**config.mk**
```make
export PLATFORM = sky130hd
export DESIGN_NAME = segment_ex_mem_elastic
export DESIGN_NICKNAME = d
export VERILOG_FILES = /design/src/rtl/segment_ex_mem_elastic.sv
export SDC_FILE = /design/constraint.sdc
export NUM_CORES = 1
export LEC_CHECK = 0
export BUFFER_PORTS_ARGS = -buffer_cell sky130_fd_sc_hd__buf_2
export CORE_AREA = 2 2 131 133
export CTS_BUF_LIST = sky130_fd_sc_hd__clkbuf_4 sky130_fd_sc_hd__clkbuf_8
export DETAILED_ROUTE_END_ITERATION = 8
export DIE_AREA = 0 0 133 135
export HOLD_SLACK_MARGIN = 0.1
export PLACE_DENSITY = 0.78
export SETUP_SLACK_MARGIN = 0.02
export SYNTH_ARGS = -nofsm -noshare
export SYNTH_HDL_FRONTEND = slang
export SYNTH_SLANG_ARGS = --single-unit
export TNS_END_PERCENT = 30
```
**constraint.sdc**
```tcl
create_clock -name clk -period 4.05 [get_ports clk]
set_input_delay 0 -clock clk [delete_from_list [all_inputs] [get_ports clk]]
set_output_delay 0 -clock clk [all_outputs]
set_load 0.01 [all_outputs]
```
**src/rtl/segment_ex_mem_elastic.sv**
```systemverilog
// EX/MEM pipeline boundary: valid/ready handshake with a 2-entry skid buffer, synchronous flush,
// bubble-gated control outputs and a saturating stall counter. State updates on the falling edge.
module segment_ex_mem_elastic #(
  parameter int unsigned DATA_W     = 32,
  parameter int unsigned REG_ADDR_W = 4,
  parameter int unsigned CNT_W      = 16
) (
  input  logic                  clk,
  input  logic                  rst,
  input  logic                  flush,
  input  logic                  in_valid,
  output logic                  in_ready,
  input  logic                  mem_to_reg_in,
  input  logic                  mem_read_in,
  input  logic                  mem_write_in,
  input  logic                  reg_write_in,
  input  logic [DATA_W-1:0]     alu_in,
  input  logic [DATA_W-1:0]     rd3_in,
  input  logic [REG_ADDR_W-1:0] rr3_in,
  output logic                  out_valid,
  input  logic                  out_ready,
  output logic                  mem_to_reg_out,
  output logic                  mem_read_out,
  output logic                  mem_write_out,
  output logic                  reg_write_out,
  output logic [DATA_W-1:0]     alu_out,
  output logic [DATA_W-1:0]     rd3_out,
  output logic [REG_ADDR_W-1:0] rr3_out,
  output logic [CNT_W-1:0]      stall_cnt
);

  localparam int unsigned PW = 4 + 2 * DATA_W + REG_ADDR_W;

  typedef enum logic [1:0] {StEmpty, StOne, StFull} state_e;

  state_e          state_q, state_d;
  logic [PW-1:0]   main_q, main_d;
  logic [PW-1:0]   skid_q, skid_d;
  logic [PW-1:0]   in_pld;
  logic [CNT_W-1:0] cnt_q, cnt_d;
  logic            main_valid;
  logic            stall;

  // Payload layout: {mem_to_reg, mem_read, mem_write, reg_write, alu, rd3, rr3}
  assign in_pld = {mem_to_reg_in, mem_read_in, mem_write_in, reg_write_in, alu_in, rd3_in, rr3_in};

  assign main_valid = (state_q != StEmpty);
  assign stall      = main_valid & ~out_ready & ~flush;

  always_comb begin
    state_d = state_q;
    main_d  = main_q;
    skid_d  = skid_q;
    if (flush) begin
      state_d = StEmpty;
      main_d  = '0;
      skid_d  = '0;
    end else begin
      case (state_q)
        StEmpty: begin
          if (in_valid) begin
            main_d  = in_pld;
            state_d = StOne;
          end
        end
        StOne: begin
          if (out_ready) begin
            // Consume and refill in the same edge keeps full throughput.
            if (in_valid) main_d = in_pld;
            else          state_d = StEmpty;
          end else if (in_valid) begin
            skid_d  = in_pld;
            state_d = StFull;
          end
        end
        StFull: begin
          if (out_ready) begin
            main_d  = skid_q;
            state_d = StOne;
          end
        end
        default: state_d = StEmpty;
      endcase
    end
  end

  always_comb begin
    cnt_d = cnt_q;
    if (stall && (cnt_q != {CNT_W{1'b1}})) cnt_d = cnt_q + CNT_W'(1);
  end

  always_ff @(negedge clk or posedge rst) begin
    if (rst) begin
      state_q <= StEmpty;
      main_q  <= '0;
      skid_q  <= '0;
      cnt_q   <= '0;
    end else begin
      state_q <= state_d;
      main_q  <= main_d;
      skid_q  <= skid_d;
      cnt_q   <= cnt_d;
    end
  end

  assign in_ready       = (state_q != StFull);
  assign out_valid      = main_valid;
  // Bubbles must never write memory or the register file.
  assign mem_to_reg_out = main_q[PW-1] & main_valid;
  assign mem_read_out   = main_q[PW-2] & main_valid;
  assign mem_write_out  = main_q[PW-3] & main_valid;
  assign reg_write_out  = main_q[PW-4] & main_valid;
  assign alu_out        = main_q[PW-5 -: DATA_W];
  assign rd3_out        = main_q[REG_ADDR_W +: DATA_W];
  assign rr3_out        = main_q[REG_ADDR_W-1:0];
  assign stall_cnt      = cnt_q;

endmodule

```
; Word level (Yosys, flattened, before mapping)
; Cells that the tools add are included.
[classes]
addsub = 1
eq_ne = 10
n_mux = 16
bitwise = 8
reduce_logical = 9
[op_table]
columns = op, n
row1 = $mux W72, 8
row2 = $pmux W72 S3, 1
row3 = $add A16 B1 Y16 const B, 1
row4 = $ne A16 B16 Y1 const B, 1
row5 = $mux W2, 6
row6 = $ne A3 B3 Y1 const B, 3
row7 = $ne A4 B4 Y1 const B, 2
row8 = $and A1 B1 Y1, 6
row9 = $pmux W2 S3, 1
row10 = $reduce_and A3 Y1, 2
row11 = $reduce_bool A2 Y1, 3
row12 = $ne A2 B2 Y1 const B, 2
row13 = $reduce_and A4 Y1, 1
row14 = $reduce_bool A4 Y1, 1
row15 = $eq A2 B1 Y1 const B, 1
row16 = $eq A2 B2 Y1 const B, 1
row17 = $logic_not A2 Y1, 1
row18 = $not A1 Y1, 2
row19 = $logic_and A1 B1 Y1, 1
[word_totals]
regBits = 162
in_bits = 77
output_inout_bits = 90
word_cells = 48

; Depth between registers and ports, before layout
[logic_depth]
depth_word = 4
ltp_mapped = 6
depth_no_buf = 5

==> run_results.csv <==
group,metric,value,unit
worst_setup_path,cp_cell_sequence,"nor2_1 -> inv_2 -> and2_1 -> buf_2",
cells_and_area,antenna_cells,0,
synth,syn_nets,728,
drt,routed_via_density,5.43,
synth,ys_async_sr_fraction,100,%
drt,ant_nets,0,
cts,clk_pin_slew,0.06,ns
cts,cts_buffer_depth,2,
synth,synth_area,0.00747,mm2
power,internal_power,2.45,mW
global_routing,antenna_found_initial,0,
cts,cts_buffers,17,
power,power_frac_comb,13.6,%
global_routing,grt_pass1_vias,5176,
synth,synth_warnings,0,
placement,placed_cell_area,0.00806,mm2
global_routing,grt-ovfl-total,0,
global_routing,track_usage,18.8,%
cts,cts_resized,0,
placement,dp.final_hpwl,10.2,mm
drt,drc_errors,0,
worst_setup_path,worstPathRequired,4.05,ns
worst_setup_path,r2r_start,"state_q[0]$_DFFE_NP0P_",
drt,via_count,5231,
power,p_sw_share,28.9,%
power,powerDensity,409,mW/mm2
worst_setup_path,timing.rr.end,"main_q[39]$_DFFE_NP0P_",
synth,synthFlopType,"dfrtn_1",
synth,synth.distinct_cells,39,
timing,slew_headroom,44.3,%
placement,dp_slack,0.296,ns
worst_setup_path,crit_arrival,3.74,ns
status,outcome,"completed",
timing,hold_violations,0,
worst_setup_path,critPathMaxFanout,6,
power,switchingPower,0.998,mW
worst_setup_path,worst_path_dominant_cell_family,"simple AND/OR/NAND/NOR gates",
worst_setup_path,r2r_cells,6,
die,io_pins,167,
die,initial_utilization,45.6,%
worst_setup_path,cp_slowest_stage_delay,0.42,ns
drt,drtPass1Iterations,5,
hold_path,hold_start,"main_q[13]$_DFFE_NP0P_",
die,dieArea,0.0180,mm2
power,clkPwrFrac,33.4,%
die,core-area,0.0164,mm2
worst_setup_path,worstSetupPathType,"flop to output pin",
synth,yosysTopAreaCell,"dfrtn_1",
hold_path,hp-class,"flop to flop",
power,vdd_drop_max,188,uV
timing,fin_ws,0.313,ns
cts,cts_setup_buffers,0,
cells_and_area,drive_above_1_share,29.7,%
worst_setup_path,regToRegSetupSlack,1.60,ns
worst_setup_path,critPathSlowestCell,"dfrtn_1",
timing,clock_skew,0.00833,ns
cts,cts_root_buf,"clkbuf_8",
placement,io_buffers,166,
cts,hold_buffers,0,
worst_setup_path,cp-start-kind,"flop",
cts,htree_levels,4,
run,drv_cap,0,
global_routing,grt_pass1_wl,26.9,mm
drt,wl_per_cell,16.9,um
synth,ys_ff_latch,162,
synth,yosys-top-cells-area,"dfrtn_1 54%, mux2i_1 9.6%, a22o_1 8.4%, o31ai_1 7.2%, buf_4 6.8%",
synth,avgSynthCellArea,11.5,um2
die,die_x,133,um
drt,drt_wl_total,16.3,mm
synth,synth-seq-area-share,54.2,%
cts,cts_tree,"yes",
placement,routabilityCongestion,0.801,
global_routing,grt_max_degree,85,
cells_and_area,finalInstanceArea,0.00844,mm2
timing,rsz0062_at_grt,"no",
cells_and_area,finalNetCount,809,
synth,synth_edf_count,0,
timing,worst-slew-pin-transition,0.830,ns
hold_path,holdPathStages,2,
worst_setup_path,critical_path_buf_inv_count,2,
synth,synth.top_cell.area_share,54.2,%
die,rows,47,
worst_setup_path,endpoint_kind,"output pin",
cts,cts_sinks,162,
cts,clock_latency,0.40,ns
drt,first_iter_violations,350,
worst_setup_path,path_depth,4,
worst_setup_path,crit_start,"state_q[1]$_DFFE_NP0P_",
power,leakage,4.54,nW
timing,setup_violations,0,
timing,setup_tns,0,ns
timing,final-max-slew-violation-count,0,
die,die_h,135,um
power,pwr-share-seq,52.9,%
hold_path,worstHoldEndpoint,"main_q[13]$_DFFE_NP0P_",
cells_and_area,syn_to_final_growth,12.9,%
synth,syn_inst,650,
power,total_power,3.45,mW
==> synthesized netlist by cell type (all sizes together) (2+ instances only) <==
library cell	count
nor3	6
nand2	78
o21ai	2
dfrtn	162
nor2	7
mux2i	72
nand4	8
inv	6
clkbuf	31
o31ai	72
or4	2
a22o	72
buf	85
a31oi	2
and2	4
a21oi	7
mux2	4
nand3	5
nor2b	3
xor2	8
==> power groups by stage <==
| stage | logic, mW | clock network (mW) | registers (mW) |
|---|---|---|---|
| after CTS | 0.479 | 1.19 | 1.82 |
| after floorplan | 0.346 | 0 | 1.84 |
| after global routing | 0.525 | 1.25 | 1.84 |
| after global placement | 0.471 | 0 | 1.85 |
| after detailed placement | 0.479 | 0 | 1.85 |
| final | 0.470 | 1.15 | 1.83 |
==> stage by stage <==
| stage | utilization (%) | std cells | hold WS (ns) |
|---|---|---|---|
| finish | 51.4 | 964 | 0.418 |
| global route | 51.4 | 964 | 0.441 |
| CTS | 51.4 | 964 | 0.420 |
| detailed placement | 49.1 | 932 | 0.420 |
| global placement | 49.1 | 932 | 0.413 |
| floorplan | - | 650 | 0.401 |
==> tightest hold or removal path: cells and delay by family, from the launching register on <==
kind / cells / cell delay [ns]
flops: 1 / 0.40
simple gates: 1 / 0.05
compound gates: 1 / 0.05
==> state kept, by name, indices dropped and copies added, names as in the netlist <==
| register | cells |
|---|---|
| stall_cnt | 16 |
| state_q | 2 |
| main_q | 72 |
| skid_q | 72 |
==> cells in the final DEF, fill, tap and decap left out, types with 2 or more instances in the layout <==
master      synthesis  routed
inv_6               0       5
nand2_1            78      77
nor2_1              7       7
nand4_1             8       8
a21oi_1             7       7
mux2_1              3       3
o21ai_1             2       2
o31ai_1            72      72
clkbuf_8            0      18
dfrtn_1           162     162
inv_2               2       2
xor2_1              8       8
nand3_1             5       5
clkinvlp_4          0       5
buf_12              0       4
buf_4              68       8
nor3_1              6       6
mux2i_1            72      72
nor2b_1             3       3
and2_1              4       4
inv_1               4       3
a22o_1             72      72
clkinv_4            0       2
buf_2               9     166
==> area by class of cell <==
type | instances | area (um2)
Multi-Input combinational cell | 366 | 2730
Clock buffer | 19 | 255
Timing Repair Buffer | 178 | 971
Fill cell | 1510 | 7970
Tap cell | 220 | 275
Clock inverter | 13 | 126
Inverter | 6 | 26.3
Sequential cell | 162 | 4050
==> worst max-delay path by stage <==
stage               slack, ns                         to
floorplan                0.09      main_q[0]$_DFFE_NP0P_
global placement         0.34  stall_cnt[15]$_DFFE_NP0P_
detailed placement       0.30  stall_cnt[15]$_DFFE_NP0P_
CTS                      0.27              reg_write_out
global route             0.21             mem_to_reg_out
finish                   0.31              reg_write_out
==> logic make-up after synthesis <==
kind of cell / after synthesis / synth area share (%)
and+or+nand+nor: 120 / 7.28
adders and majority gates: 1 / 0.167
xor gates and xnor gates: 8 / 0.938
buffers and inverters: 122 / 9.69
DFF: 162 / 54.2
muxes: 76 / 10.2
AOI/OAI and AO/OA: 161 / 17.4
==> layer usage <==
metal | wire length (um) | GRT usage, % | up-vias
met5 | 0 | 0 | -
met4 | 228 | 6.45 | 0
met3 | 1010 | 4.77 | 15
met2 | 7520 | 28.8 | 151
met1 | 7510 | 26.1 | 2611
li1 | - | - | 2454
Note: power is estimated with default switching activity, not from simulation.
